`config.mk`:
```
export PLATFORM = sky130hd
export DESIGN_NAME = bcd_countdown_timer
export DESIGN_NICKNAME = d
export VERILOG_FILES = /design/src/rtl/bcd_countdown_timer.sv
export SDC_FILE = /design/constraint.sdc
export NUM_CORES = 1
export LEC_CHECK = 0
export CAP_MARGIN = 20
export CORE_MARGIN = 2
export CORE_UTILIZATION = 35
export CTS_CLUSTER_SIZE = 14
export DETAILED_ROUTE_END_ITERATION = 10
export SLEW_MARGIN = 20
export SYNTH_ARGS = -nofsm -noshare
export SYNTH_HDL_FRONTEND = slang
export SYNTH_SLANG_ARGS = --single-unit
```
`constraint.sdc`:
```
create_clock -name clk_i -period 3.46 [get_ports clk_i]
set_input_delay 0.346 -clock clk_i [delete_from_list [all_inputs] [get_ports clk_i]]
set_output_delay 0.346 -clock clk_i [all_outputs]
set_load 0.01 [all_outputs]
```
`src/rtl/bcd_countdown_timer.sv`:
```
`timescale 1ns/1ps
// Countdown timer over packed-BCD time-of-day (hh:mm:ss.mmm), decremented once per
// millisecond tick from an internal prescaler; flags expiry at 00:00:00.000.
module bcd_countdown_timer #(
   parameter int unsigned TICK_DIV = 100000
) (
   input  logic        clk_i,
   input  logic        resetn_i,
   input  logic        load_i,
   input  logic [35:0] load_value_i,
   input  logic        start_i,
   input  logic        pause_i,
   input  logic        clear_i,
   output logic [35:0] count_o,
   output logic        running_o,
   output logic        done_o,
   output logic        expired_o,
   output logic        load_err_o
);

   localparam int unsigned CW   = 36;
   localparam int unsigned NDIG = 9;
   localparam int unsigned PW   = (TICK_DIV > 1) ? $clog2(TICK_DIV) : 1;
   localparam logic [PW-1:0] PRESC_MAX = PW'(TICK_DIV - 1);

   typedef enum logic [1:0] {
      ST_IDLE  = 2'd0,
      ST_RUN   = 2'd1,
      ST_PAUSE = 2'd2,
      ST_DONE  = 2'd3
   } state_e;

   state_e          state_q, state_d;
   logic [CW-1:0]   count_q, count_d;
   logic [PW-1:0]   presc_q, presc_d;
   logic            done_q, done_d;
   logic            load_err_q, load_err_d;
   logic            tick;
   logic            load_ok;
   logic [CW-1:0]   count_dec;

   // Tens-of-seconds and tens-of-minutes digits wrap at 5; every other digit at 9.
   function automatic logic [3:0] digit_max(input int unsigned idx);
      return (idx == 4 || idx == 6) ? 4'd5 : 4'd9;
   endfunction

   function automatic logic bcd_valid(input logic [CW-1:0] v);
      logic ok;
      ok = 1'b1;
      for (int unsigned i = 0; i < 7; i++) begin
         if (v[i*4 +: 4] > digit_max(i)) ok = 1'b0;
      end
      if (v[35:32] > 4'd2 || v[31:28] > 4'd9) ok = 1'b0;
      if (v[35:32] == 4'd2 && v[31:28] > 4'd3) ok = 1'b0;
      return ok;
   endfunction

   // Hours use plain 9-wrap on h1, so 20->19 and 10->09 fall out of the same chain.
   function automatic logic [CW-1:0] bcd_dec(input logic [CW-1:0] v);
      logic [CW-1:0] r;
      logic          borrow;
      r      = v;
      borrow = 1'b1;
      for (int unsigned i = 0; i < NDIG; i++) begin
         if (borrow) begin
            if (r[i*4 +: 4] == 4'd0) begin
               r[i*4 +: 4] = digit_max(i);
            end else begin
               r[i*4 +: 4] = r[i*4 +: 4] - 4'd1;
               borrow      = 1'b0;
            end
         end
      end
      return r;
   endfunction

   assign tick      = (state_q == ST_RUN) && (presc_q == PRESC_MAX);
   assign load_ok   = bcd_valid(load_value_i);
   assign count_dec = bcd_dec(count_q);

   // State, count and prescaler registers.
   always_ff @(posedge clk_i or negedge resetn_i) begin
      if (!resetn_i) begin
         state_q    <= ST_IDLE;
         count_q    <= '0;
         presc_q    <= '0;
         done_q     <= 1'b0;
         load_err_q <= 1'b0;
      end else begin
         state_q    <= state_d;
         count_q    <= count_d;
         presc_q    <= presc_d;
         done_q     <= done_d;
         load_err_q <= load_err_d;
      end
   end

   // Next-state: clear > pause > start/load > tick.
   always_comb begin
      state_d    = state_q;
      count_d    = count_q;
      presc_d    = presc_q;
      done_d     = 1'b0;
      load_err_d = 1'b0;

      if (clear_i) begin
         state_d = ST_IDLE;
         count_d = '0;
         presc_d = '0;
      end else begin
         unique case (state_q)
            ST_IDLE: begin
               if (!pause_i) begin
                  if (load_i) begin
                     if (load_ok) count_d    = load_value_i;
                     else         load_err_d = 1'b1;
                  end else if (start_i && count_q != '0) begin
                     state_d = ST_RUN;
                     presc_d = '0;
                  end
               end
            end
            ST_RUN: begin
               if (pause_i) begin
                  state_d = ST_PAUSE;
               end else if (tick) begin
                  count_d = count_dec;
                  presc_d = '0;
                  if (count_dec == '0) begin
                     state_d = ST_DONE;
                     done_d  = 1'b1;
                  end
               end else begin
                  presc_d = presc_q + PW'(1);
               end
            end
            ST_PAUSE: begin
               if (!pause_i && start_i) state_d = ST_RUN;
            end
            ST_DONE: begin
               if (!pause_i && load_i) begin
                  if (load_ok) begin
                     count_d = load_value_i;
                     state_d = ST_IDLE;
                  end else begin
                     load_err_d = 1'b1;
                  end
               end
            end
            default: state_d = ST_IDLE;
         endcase
      end
   end

   assign count_o    = count_q;
   assign running_o  = (state_q == ST_RUN);
   assign expired_o  = (state_q == ST_DONE);
   assign done_o     = done_q;
   assign load_err_o = load_err_q;

endmodule
```
## Word-level counts from Yosys, hierarchy flattened

Cells that the tools add are included.

- Register bits after elaboration: 57
- Latch bits: 0
- Memory bits (writable): 0
- ROM bits: 0
- Input port bits: 42
- Output and inout bits: 40
- Logic and storage cells: 143
- Memories: 0

- Add/sub/neg operators: 10
- Multipliers: 0
- Div/mod/pow operators: 0
- Order comparisons: 10
- Equality and inequality tests: 16
- Shifts and indexed selects: 0
- Muxes and demuxes: 78
- Bitwise gates (word level): 0
- Reduce and logical (&&, ||, !) cells: 24

Operators with widths:

| cell | count |
|---|---|
| two-way mux 36 bit | 7 |
| one-hot mux 36 bit (3 select lines) | 1 |
| two-way mux 17 bit | 6 |
| two-way mux 4 bit | 17 |
| logical NOT 36 bit | 1 |
| logical NOT 4 bit | 9 |
| nonzero test 36 bit | 1 |
| subtractor 4 x 1 -> 4 bit (second input constant) | 9 |
| two-way mux 1 bit | 34 |
| one-hot mux 17 bit (2 select lines) | 1 |
| > comparator 4 bit (second input constant) | 6 |
| two-way mux 2 bit | 10 |
| != test 3 bit (second input constant) | 6 |
| adder 17 x 1 -> 17 bit (second input constant) | 1 |
| == test 17 bit (second input constant) | 1 |
| != test 3 x 2 -> 1 bit (second input constant) | 3 |
| > comparator 4 x 2 -> 1 bit (second input constant) | 2 |
| > comparator 4 x 3 -> 1 bit (second input constant) | 2 |
| != test 4 x 3 -> 1 bit (second input constant) | 2 |
| one-hot mux 2 bit (4 select lines) | 1 |
| AND reduction 8 bit | 1 |
| AND reduction 6 bit | 1 |
| logical AND 1 bit | 5 |
| AND reduction 5 bit | 1 |
| 9 further kinds | 10 |

## Longest topological paths before layout

- Depth in word-level cells: 16
- Mapped depth: 10
- Depth with buffers taken out: 8

## Least setup slack after synthesis

No wires, ideal clock.

- Path kind: register -> register
- From: register count_q[1] (netlist: count_o[1])
- To: register count_q[26] (netlist: count_o[26])
- Library setup time: 0.124 ns
- Data arrival time: 2.210 ns
- Data required time: 3.336 ns
- Setup slack: 1.126 ns
- Cell stages (with the launch flop): 8
- Path buffers: 1
- Period minus slack after synthesis: 2.334 ns
- Cell sequence: dfrtp_1 buf_6 nor3_4 nand4_1 or3_4 or3_4 a32o_1 a211o_1

- Word-level cells in the longest chain between the ends: 12

Ends and longest elaborated chain:

| element | line | source |
|---|---|---|
| from (decl) | 34 | `logic [CW-1:0] count_q, count_d;` |
| from (signal assigned) | 91 | `count_q <= count_d;` |
| logical NOT 4 bit | 66 | `if (r[i*4 +: 4] == 4'd0) begin` |
| two-way mux 1 bit | 66 |  |
| two-way mux 1 bit (5 in series) | 65 | `if (borrow) begin` |
| two-way mux 4 bit | 65 |  |
| two-way mux 36 bit | 126 | `end else if (tick) begin` |
| two-way mux 36 bit | 124 | `if (pause_i) begin` |
| one-hot mux 36 bit (3 select lines) | 111 | `unique case (state_q)` |
| two-way mux 36 bit | 106 | `if (clear_i) begin` |

No other way between the ends. The select of a mux whose other input is x is not followed.
A chain may end at the register's enable or synchronous reset.

## Final worst setup path

- From: register count_q[11] (netlist: count_o[11])
- To: register count_q[35] (netlist: count_o[35])

- Word-level cells in the longest chain between the ends: 13

Ends and longest elaborated chain:

| element | line |
|---|---|
| logical NOT 4 bit | 66 |
| two-way mux 1 bit | 66 |
| two-way mux 1 bit (6 in series) | 65 |
| two-way mux 4 bit | 65 |
| two-way mux 36 bit | 126 |
| two-way mux 36 bit | 124 |
| one-hot mux 36 bit (3 select lines) | 111 |
| two-way mux 36 bit | 106 |

No other way between the ends. The select of a mux whose other input is x is not followed.

==> impl_metrics.tcl <==
set metrics [dict create \
    status "complete, no violations" \
    postRouteAntennaNets 0 \
    yosys_most_used_dff "dfrtp_1" \
    h-tree-depth 3 \
    multiInputGateArea_um2 2170 \
    ys_seq_area_share_pct 38.0 \
    synth-compound-area-share_pct 27.1 \
    dpl.cell_count 661 \
    synthCells 456 \
    final_common_cell "clkdlybuf4s50_1" \
    clkSinkCount 57 \
    antenna_found_initial 0 \
    finalWirelength_um 12000 \
    rows 37 \
    die_w_um 108 \
    boundaryPins 82 \
    dieArea_um2 11600 \
    numCtsBuffers 9 \
    die_h_um 108 \
    yosys.area_share.simple_pct 25.8 \
    drv_slew 0 \
    drv_cap 0 \
    p_leak_nw 1.89 \
    cts_max_path_buffers 2 \
    yosys.area.top_type "dfrtp_1" \
    grt_max_degree 46 \
    cp-start-kind "register" \
    start_util_pct 36.2 \
    io_buffers 81 \
    min_path_type "in2async" \
    route.vias.total 3916 \
    clkTransAtPathRegs_ns 0.07 \
    coreArea_um2 10400 \
    diodes 0 \
    routedWlPerCell_um 17.8 \
    drc 0 \
    synth-seq-cells 57 \
    synth_cell_types 57 \
    slowest_delay_ns 0.48 \
    setup_viol 0 \
    layout.cells.non_filler 677 \
    fillCellCount 1027 \
    grt_usage_pct 21.7 \
    finalHoldViolCount 0 \
    cellPowerDensity_nw_per_um2 594 \
    clock_latency_ns 0.35 \
    postCtsSetupRepairBufs 0 \
    worst_slew_pin_slew_ns 0.744 \
    skew_ns 0.00903 \
    crit_path_end_kind "register" \
    crit_type "reg2reg" \
    drive_gt1_share_pct 6.84 \
    holdBufCountCts 0 \
    syn2layout_area_growth_pct 30.1 \
    cp_max_fo 8 \
    yosysTopAreaCellShare_pct 38.0 \
    drt_first_pass_iters 4 \
    final_cell_area_um2 4890 \
    synthMuxAreaShare_pct 2.40 \
    syn-num-nets 503 \
    regArea_um2 1430 \
    worst_hold_slack_ns 0.0184 \
    period_needed_ns 2.82 \
    synth_area_um2 3760 \
    yosysWarnings 0 \
    gp_congestion 0.856 \
    synth-edff-count 0 \
    grt_first_pass_wirelength_um 19800 \
    nNetsFinal 583 \
    cts-root-buf "clkbuf_8" \
    async_reset_ff_share_pct 100 \
    crit_chain "nor4_4 > nand4_1 > buf_4 > nor4_2 > nor3b_1 > o21ai_0 > a32o_1" \
    grt.overflow.total 0 \
    slowest_stage "dfrtp_1" \
    drt-initial-drc-count 259 \
    synthTopCellsByArea "dfrtp_1 38%, o21ai_0 10%, nor2_1 5.8%, nand2_1 2.6%, mux2i_1 2.4%" \
    final.setup.tns_ns 0 \
    period_share_pct 81.6 \
    synth_top_family_by_area "compound AO/OA/AOI/OAI gates" \
    cts_tree "yes" \
    post_cts_resized 0 \
    grt_pass1_vias 3794 \
    viasPerCell 5.78 \
    cp.arrival_ns 3.05 \
    synthXorXnorAreaFrac_pct 0.932 \
    avgSynthCellArea_um2 8.24 \
    hpwl_um 8510 \
    slew_headroom_pct 50.0 \
    rsz0062_at_grt "false" \
    placed_area_um2 4720 \
    synth_fa_ha_area_share_pct 1.67 \
    max_freq_ghz 0.354 \
    final_cell_mix "80 x clkdlybuf4s50_1, 75 x o21ai_0, 58 x nor2_1" \
    ir_drop_uv 245 \
    required_ns 3.69 \
]
-- Yosys cell counts (3+ instances only) --
| library cell | instances |
|---|---|
| a21oi_1 | 16 |
| a22oi_1 | 8 |
| a31oi_1 | 6 |
| a32oi_1 | 6 |
| buf_2 | 5 |
| clkbuf_1 | 15 |
| dfrtp_1 | 57 |
| ha_1 | 5 |
| inv_1 | 15 |
| mux2i_1 | 9 |
| nand2_1 | 26 |
| nand2b_1 | 9 |
| nand3_1 | 11 |
| nand4_1 | 12 |
| nor2_1 | 58 |
| nor2b_1 | 6 |
| nor3_1 | 17 |
| nor4_1 | 14 |
| o211ai_1 | 3 |
| o21a_1 | 9 |
| o21ai_0 | 75 |
| o22ai_1 | 6 |
| o31ai_1 | 6 |
| o41ai_1 | 7 |
| or3_1 | 3 |
| or4_1 | 6 |
| xnor2_1 | 4 |
-- power breakdown --
| group | internal (mW) | leakage (nW) | switching, mW | total, mW |
|---|---|---|---|---|
| Clock | 0.296 | 0.0932 | 0.273 | 0.569 |
| Sequential | 0.781 | 0.766 | 0.205 | 0.985 |
| Combinational | 0.594 | 1.03 | 0.755 | 1.35 |
| Total | 1.67 | 1.89 | 1.23 | 2.90 |
-- worst paths after layout --
check | cells after the start | startpoint | endpoint | slack [ns]
hold / removal | 1 | resetn_i | count_o[0] | 0.02
setup / recovery | 7 | count_o[11] | count_o[35] | 0.64
max in group asynchronous | 2 | resetn_i | count_o[30] | 2.56
setup reg to reg | 7 | count_o[11] | count_o[35] | 0.64
hold reg to reg | 1 | presc_q[16] | presc_q[16] | 0.50
min in group clk_i | 1 | presc_q[16] | presc_q[16] | 0.50
-- area by class of cell --
cell class	instances	share of cell area [%]
multi-input cells	361	44.5
clock buffers	13	3.25
inverters	15	1.15
repair buffers	92	18.2
flip-flops and latches	57	29.2
clock inverters	3	0.307
well taps	136	3.48
-- layer usage --
metal  track usage [%]  up-vias  share of wire, %
li1                  -     1886                 -
met1              29.6     1883                46
met2              33.3      128                46
met3              4.54       19               6.1
met4              9.16        0               2.1
met5                 0        -                 0
-- worst max-delay path: cells and delay by family (launching register included) --
family | cells | cell delay (ns)
buffers and inverters | 1 | 0.29
AO/OA/AOI/OAI | 2 | 0.34
AND/OR/NAND/NOR | 4 | 1.60
flip-flops | 1 | 0.48
-- flip-flops by register name, indices dropped and copies added, names as in the netlist --
signal      cells
count_o        36
done_o          1
load_err_o      1
presc_q        17
state_q         2
-- cell families after synthesis --
| family | count (synthesis) |
|---|---|
| adder cells (fa/ha/maj) | 5 |
| buffers and inverters | 38 |
| AND/OR/NAND/NOR | 182 |
| flip-flops | 57 |
| XOR/XNOR | 4 |
| multiplexers | 9 |
| AO/OA/AOI/OAI | 161 |
-- stage by stage --
stage | util [%] | worst slack, ns | total power [mW]
after floorplan | - | 1.13 | 1.77
after global placement | 45.5 | 0.558 | 2.32
after detailed placement | 45.5 | 0.521 | 2.34
after CTS | 47.2 | 0.710 | 2.92
after global routing | 47.2 | 0.354 | 3.12
final | 47.2 | 0.638 | 2.90
Power figures use the tool's default switching activity.
